[src/rtl/gemcsc_match_sequencer.sv]
// ============================================================================
// Module   : gemcsc_match_sequencer
// Purpose  : Match-window sequencer feeding the GEM-CSC LCT quality encoder.
//            Optional macro GEMCSC_EARLY_CLOSE_EN closes the window as soon as
//            ALCT, CLCT and copad have all been seen.
// Revision : 1.0 - initial release
// ============================================================================
`default_nettype none

module gemcsc_match_sequencer #(
    parameter int WIN_BITS      = 3,
    parameter int DEAD_BITS     = 4,
    parameter int LCT_CNT_BITS  = 16,
    parameter int DROP_CNT_BITS = 8
) (
    input  logic                     clock,
    input  logic                     reset_n,
    input  logic                     alct_vpf,
    input  logic                     clct_vpf,
    input  logic                     gem_vpf,
    input  logic                     copad_vpf,
    input  logic                     clct_bend_ok,
    input  logic [WIN_BITS-1:0]      cfg_match_win,
    input  logic [DEAD_BITS-1:0]     cfg_dead_time,
    input  logic                     cfg_bend_en,
    output logic                     lct_vpf,
    output logic                     alct_clct_copad_match,
    output logic                     alct_clct_gem_match,
    output logic                     alct_clct_match,
    output logic                     clct_copad_match,
    output logic                     alct_copad_match,
    output logic                     gemcsc_bend_enable,
    output logic                     busy,
    output logic [LCT_CNT_BITS-1:0]  lct_count,
    output logic [DROP_CNT_BITS-1:0] drop_count
);

    typedef enum logic [1:0] {
        IDLE   = 2'd0,
        WINDOW = 2'd1,
        EMIT   = 2'd2,
        DEAD   = 2'd3
    } state_t;

    state_t                   state_q, state_d;
    logic [WIN_BITS-1:0]      cnt_q, cnt_d;
    logic [DEAD_BITS-1:0]     dcnt_q, dcnt_d;
    logic                     sa_q, sc_q, sg_q, sp_q, sb_q;
    logic                     sa_d, sc_d, sg_d, sp_d, sb_d;
    logic [6:0]               out_q, out_d;
    logic [LCT_CNT_BITS-1:0]  lct_cnt_q, lct_cnt_d;
    logic [DROP_CNT_BITS-1:0] drop_cnt_q, drop_cnt_d;

    logic                     w_trig;
    logic                     w_drop;
    logic                     w_close;
    logic [WIN_BITS-1:0]      w_win;
    logic [5:0]               w_flags;

    assign w_trig = alct_vpf | clct_vpf;
    assign w_win  = (cfg_match_win == '0) ? WIN_BITS'(1) : cfg_match_win;

`ifdef GEMCSC_EARLY_CLOSE_EN
    assign w_close = sa_d & sc_d & sp_d;
`else
    assign w_close = 1'b0;
`endif

    always_comb begin
        state_d    = state_q;
        cnt_d      = cnt_q;
        dcnt_d     = dcnt_q;
        sa_d       = sa_q;
        sc_d       = sc_q;
        sg_d       = sg_q;
        sp_d       = sp_q;
        sb_d       = sb_q;
        w_drop     = 1'b0;
        out_d      = '0;
        w_flags    = '0;
        lct_cnt_d  = lct_cnt_q;
        drop_cnt_d = drop_cnt_q;

        case (state_q)
            IDLE: begin
                if (w_trig) begin
                    sa_d  = alct_vpf;
                    sc_d  = clct_vpf;
                    sg_d  = gem_vpf;
                    sp_d  = copad_vpf;
                    sb_d  = clct_vpf & clct_bend_ok;
                    cnt_d = WIN_BITS'(1);
                    state_d = (w_win == WIN_BITS'(1) || w_close) ? EMIT : WINDOW;
                end
            end
            WINDOW: begin
                sa_d   = sa_q | alct_vpf;
                sc_d   = sc_q | clct_vpf;
                sg_d   = sg_q | gem_vpf;
                sp_d   = sp_q | copad_vpf;
                sb_d   = sb_q | (clct_vpf & clct_bend_ok);
                w_drop = (alct_vpf & sa_q) | (clct_vpf & sc_q);
                // cnt counts window cycles already spent; the current one is cnt+1.
                if (cnt_q >= w_win - WIN_BITS'(1) || w_close) begin
                    state_d = EMIT;
                end else begin
                    cnt_d = cnt_q + WIN_BITS'(1);
                end
            end
            EMIT: begin
                w_drop  = w_trig;
                dcnt_d  = DEAD_BITS'(1);
                state_d = (out_q[6] && cfg_dead_time != '0) ? DEAD : IDLE;
            end
            DEAD: begin
                w_drop = w_trig;
                if (dcnt_q >= cfg_dead_time) begin
                    state_d = IDLE;
                end else begin
                    dcnt_d = dcnt_q + DEAD_BITS'(1);
                end
            end
            default: state_d = IDLE;
        endcase

        // Flags are registered on the way into EMIT so they are visible in the EMIT cycle.
        if (state_d == EMIT) begin
            w_flags[5] = sa_d & sc_d & sp_d;
            w_flags[4] = sa_d & sc_d & sg_d & ~sp_d;
            w_flags[3] = sa_d & sc_d & ~sg_d & ~sp_d;
            w_flags[2] = sc_d & ~sa_d & sp_d;
            w_flags[1] = sa_d & ~sc_d & sp_d;
            w_flags[0] = cfg_bend_en & sb_d;
            out_d      = {|w_flags[5:1], w_flags};
            if (out_d[6] && lct_cnt_q != '1) begin
                lct_cnt_d = lct_cnt_q + LCT_CNT_BITS'(1);
            end
        end

        if (w_drop && drop_cnt_q != '1) begin
            drop_cnt_d = drop_cnt_q + DROP_CNT_BITS'(1);
        end
    end

    always_ff @(posedge clock or negedge reset_n) begin
        if (!reset_n) begin
            state_q    <= IDLE;
            cnt_q      <= '0;
            dcnt_q     <= '0;
            sa_q       <= 1'b0;
            sc_q       <= 1'b0;
            sg_q       <= 1'b0;
            sp_q       <= 1'b0;
            sb_q       <= 1'b0;
            out_q      <= '0;
            lct_cnt_q  <= '0;
            drop_cnt_q <= '0;
        end else begin
            state_q    <= state_d;
            cnt_q      <= cnt_d;
            dcnt_q     <= dcnt_d;
            sa_q       <= sa_d;
            sc_q       <= sc_d;
            sg_q       <= sg_d;
            sp_q       <= sp_d;
            sb_q       <= sb_d;
            out_q      <= out_d;
            lct_cnt_q  <= lct_cnt_d;
            drop_cnt_q <= drop_cnt_d;
        end
    end

    assign lct_vpf               = out_q[6];
    assign alct_clct_copad_match = out_q[5];
    assign alct_clct_gem_match   = out_q[4];
    assign alct_clct_match       = out_q[3];
    assign clct_copad_match      = out_q[2];
    assign alct_copad_match      = out_q[1];
    assign gemcsc_bend_enable    = out_q[0];
    assign busy                  = (state_q != IDLE);
    assign lct_count             = lct_cnt_q;
    assign drop_count            = drop_cnt_q;

endmodule

`default_nettype wire
[config.mk]
export PLATFORM = sky130hd
export DESIGN_NAME = gemcsc_match_sequencer
export DESIGN_NICKNAME = d
export VERILOG_FILES = /design/src/rtl/gemcsc_match_sequencer.sv
export SDC_FILE = /design/constraint.sdc
export NUM_CORES = 1
export LEC_CHECK = 0
export BUFFER_PORTS_ARGS = -buffer_cell sky130_fd_sc_hd__buf_2
export CORE_ASPECT_RATIO = 1.5
export CORE_UTILIZATION = 40
export CTS_BUF_LIST = sky130_fd_sc_hd__clkbuf_2 sky130_fd_sc_hd__clkbuf_4 sky130_fd_sc_hd__clkbuf_8
export DETAILED_ROUTE_END_ITERATION = 8
export PLACE_DENSITY_LB_ADDON = 0.08
export SYNTH_ARGS = -nofsm -noshare
export SYNTH_HDL_FRONTEND = slang
export SYNTH_SLANG_ARGS = --single-unit
[constraint.sdc]
create_clock -name clock -period 5.5 [get_ports clock]
set_input_delay 0.825 -clock clock [delete_from_list [all_inputs] [get_ports clock]]
set_output_delay 0.825 -clock clock [all_outputs]
set_load 0.1 [all_outputs]
==> summary.md <==
| Metric | Value |
|---|---|
| Status | finished, final reports clean |
| Clk_skew | between 0.005 and 0.006 ns |
| Hold_buf cts | 0 |
| Main combinational cell family by area after synthesis | simple AND/OR/NAND/NOR gates |
| Async SR Flop Fraction | 100.0% |
| Total congestion overflow | 0 |
| Yosys warnings | 0 |
| Worst-margin pin slew | approximately 1 ns |
| Post-synth cell types | 46 |
| Slew Limit Headroom | 33.64% |
| N_diodes | 0 |
| Critical Path RT | ~5.7 ns |
| Share of layout cells above drive strength 1 | 25.75% |
| Synth Area in Compound Gates | roughly 11% |
| Crit path arrival time | 3.34 ns |
| CTS resizes | 0 |
| R2R setup slack | just over 3 ns |
| Crit path max fanout | 10 |
| Mean post-synth cell area | around 11 µm² |
| Routability cong. | roughly 0.73 |
| Post-Syn Area | between 2000 and 2500 µm² |
| Root buf cell | clkbuf_8 |
| Die width | 64.16 µm |
| CTS tree | done |
| Worst vdd ir | 0.4371 mV |
| Core Area | around 5500 µm² |
| First-pass GRT wire length | 7.452 mm |
| Initial core utilization | approximately two fifths |
| Leak | between 1 and 1.5 nW |
| Worst-Skew Late Latency | ~0.29 ns |
| DR iter-0 viols | 41 |
| FF-to-FF path depth | 8 |
| CTS buffer count | 5 |
| Routed WL | roughly 4.3 mm |
| Max Cap Viol | 0 |
| PwrDens | about 580 nW/µm² |
| Post-synth net total | around 240 |
| Crit path launch type | primary input |
| Pre-CTS setup slack | around 2.0 ns |
| Die Ht | about 95 µm |
| Fin. Hold Viols | 0 |
| Avg Vias per Cell | ~5 |
| CTS clock-pin slew for the worst setup and hold paths | roughly 0.080 ns |
| Final antenna-violating net count | 0 |
| XOR/XNOR Fraction of Synth Area | between 8 and 9% |
| Critical Path End Type | flip-flop |
| HP Start | lct_count[7] |
| Final Critical Period | around 3.2 ns |
| Post-route DRC | 0 |
| Initial antenna violation count | 0 |
| Max-slew violations | 0 |
| Final Instance Area | 2705 µm² |
| Hold Path End | lct_count[7] |
| Final Util | between 40 and 50% |
| Area Overhead vs Synth | 16.68% |
| Wire length per cell | 12.85 µm |
| Share of the cycle needed by the critical path after routing | 57.48% |
| Vias in the first global route | about 1.6k |
| Worst Hold Slack | around 0.50 ns |
| RR Startpoint | cnt_q[0] |
| Proportion of synthesized area in mux cells | roughly 2.0% |
| Clock Sinks | 45 |
| Drt first pass iters | 4 |
| Largest net degree at the start of global routing | 46 |
| Adder-cell share of the synthesized area | about 7.0% |
| Io pins | 47 |
| Placed cell area | 2614 µm² |
| Hold Path Depth | 1 |
| Worst Setup Path Type | in -> reg |
| Post-CTS Setup Bufs | 0 |
| Filler cells | 550 |
| EDFF count, synth | 0 |
| PortBufs | between 40 and 50 |
| Via count | roughly 1.7k |
| DIE AREA | between 6000 and 7000 µm² |
| Hold Path Class | reg -> reg |
| Final net count | 295 |
| Yosys reg bits | 45 |
| Hpwl dp | 3.266 mm |
| Row count | 33 |
| Final Setup Violations | 0 |
| Overall Global Routing Usage | between 10% and 20% |
| Fmax | between 300 and 400 MHz |
| Predominant post-synthesis flop cell | dfrtp_1 |
| H-tree depth | 2 |
| Setup WS post-layout | around 2.3 ns |
| Simple-Gate Fraction of Synth Area | between 10% and 20% |
| Post-synthesis sequential area ratio | about half |
| Post-Syn Instances | 216 |
| RSZ-0062 raised after global routing | no |
| RR Endpoint | lct_count[1] |
| Setup_tns | 0 ns |
| Clock Path Buffers | 2 |
-- metal layers --
metal  vias to the layer above  GRT usage (%)  wire length [µm]
met4                         0          5.000                49
met1                       822          18.24              1893
met3                         4          3.230               148
met2                        32          29.52              2252
met5                         -              0                 0
li1                        844              -                 -
-- per-stage QoR --
step                total power, mW  std cells
floorplan                     1.244        216
detailed placement            1.387        330
finish                        1.577        338
global route                  1.687        338
global placement              1.378        330
CTS                           1.603        338
-- kinds of logic after synthesis --
group | after synthesis
fa+ha+maj | 13
flops | 45
buf+inv | 19
compound gates | 30
mux | 4
simple gates | 82
xor+xnor | 23
-- synth_stat cells (2+ instances only) --
cell type	n	area [µm²]
nor2b_1	5	31.28
nand3_1	14	70.07
nand4_1	3	18.77
nand2_1	19	71.32
o22ai_1	2	12.51
xnor2_1	19	166.4
o21ai_0	4	20.02
or3b_1	2	17.52
and4_1	3	26.28
dfrtp_1	45	1126
a22o_1	2	17.52
nor2_1	15	56.30
xor2_1	4	35.03
a21oi_1	4	20.02
inv_1	15	56.30
nand2b_1	2	12.51
and3_1	6	37.54
and2_1	2	12.51
nor3_1	3	15.01
buf_6	2	22.52
inv_2	2	7.510
a21o_1	2	15.01
mux2i_1	2	20.02
or4_1	2	15.01
ha_1	13	162.7
a31oi_1	4	25.02
-- worst max path at each step --
| stage | end | slack [ns] | from |
|---|---|---|---|
| floorplan | lct_count[4] | 2.43 | cfg_match_win[1] |
| global placement | lct_count[1] | 2.09 | cfg_match_win[2] |
| detailed placement | lct_count[1] | 2.04 | cfg_match_win[2] |
| CTS | lct_count[1] | 2.35 | cfg_match_win[2] |
| global route | lct_count[10] | 2.06 | cfg_match_win[2] |
| finish | lct_count[1] | 2.34 | cfg_match_win[2] |
-- sequential cells by signal, summed over array words and instances (netlist names) --
name and count:
lct_count 16, drop_count 8, out_q 7, dcnt_q 4
cnt_q 3, state_q 2, sa_q 1, sb_q 1
sc_q 1, sg_q 1, sp_q 1
-- placed cells by master (no fill, tap or decap), types with 3 or more instances in the layout --
cell type	n
nor2b_1	5
and4_1	3
nand3_1	14
inv_1	15
a31oi_1	4
xnor2_1	19
xor2_1	4
clkbuf_8	5
nand4_1	3
nor2_1	15
nand2_1	19
nor3_1	3
a21oi_1	4
buf_2	46
and3_1	6
o21ai_0	4
ha_1	13
dfrtp_1	45
-- worst max-delay path, cell delays in order --
cell and delay [ns]:
buf_2 0.11, nor2_1 0.04, nor2_1 0.17, ha_1 0.20, xnor2_1 0.07, ha_1 0.30, nand2_1 0.05, o21ai_1 0.22
a22oi_2 0.14, a2111oi_4 0.48, and2b_1 0.40, mux2_4 0.33
-- power breakdown --
| group | internal [mW] | switching, mW | leakage [nW] |
|---|---|---|---|
| Combinational | 0.210 | 0.634 | 0.724 |
| Clock | 0.0999 | 0.107 | 0.0453 |
| Sequential | 0.427 | 0.0982 | 0.575 |
| Total | 0.737 | 0.839 | 1.34 |
-- cell type report --
type	count	area, µm²	share of cell area, %
sequential	45	1126	41.63
multi-input combinational	152	1106	40.89
timing repair buffer	46	230.2	8.511
tap	70	87.58	3.238
clock buffer	7	83.83	3.099
inverter	17	63.81	2.359
clock inverter	1	7.507	0.2775
Note: power is estimated with default switching activity, not from simulation.
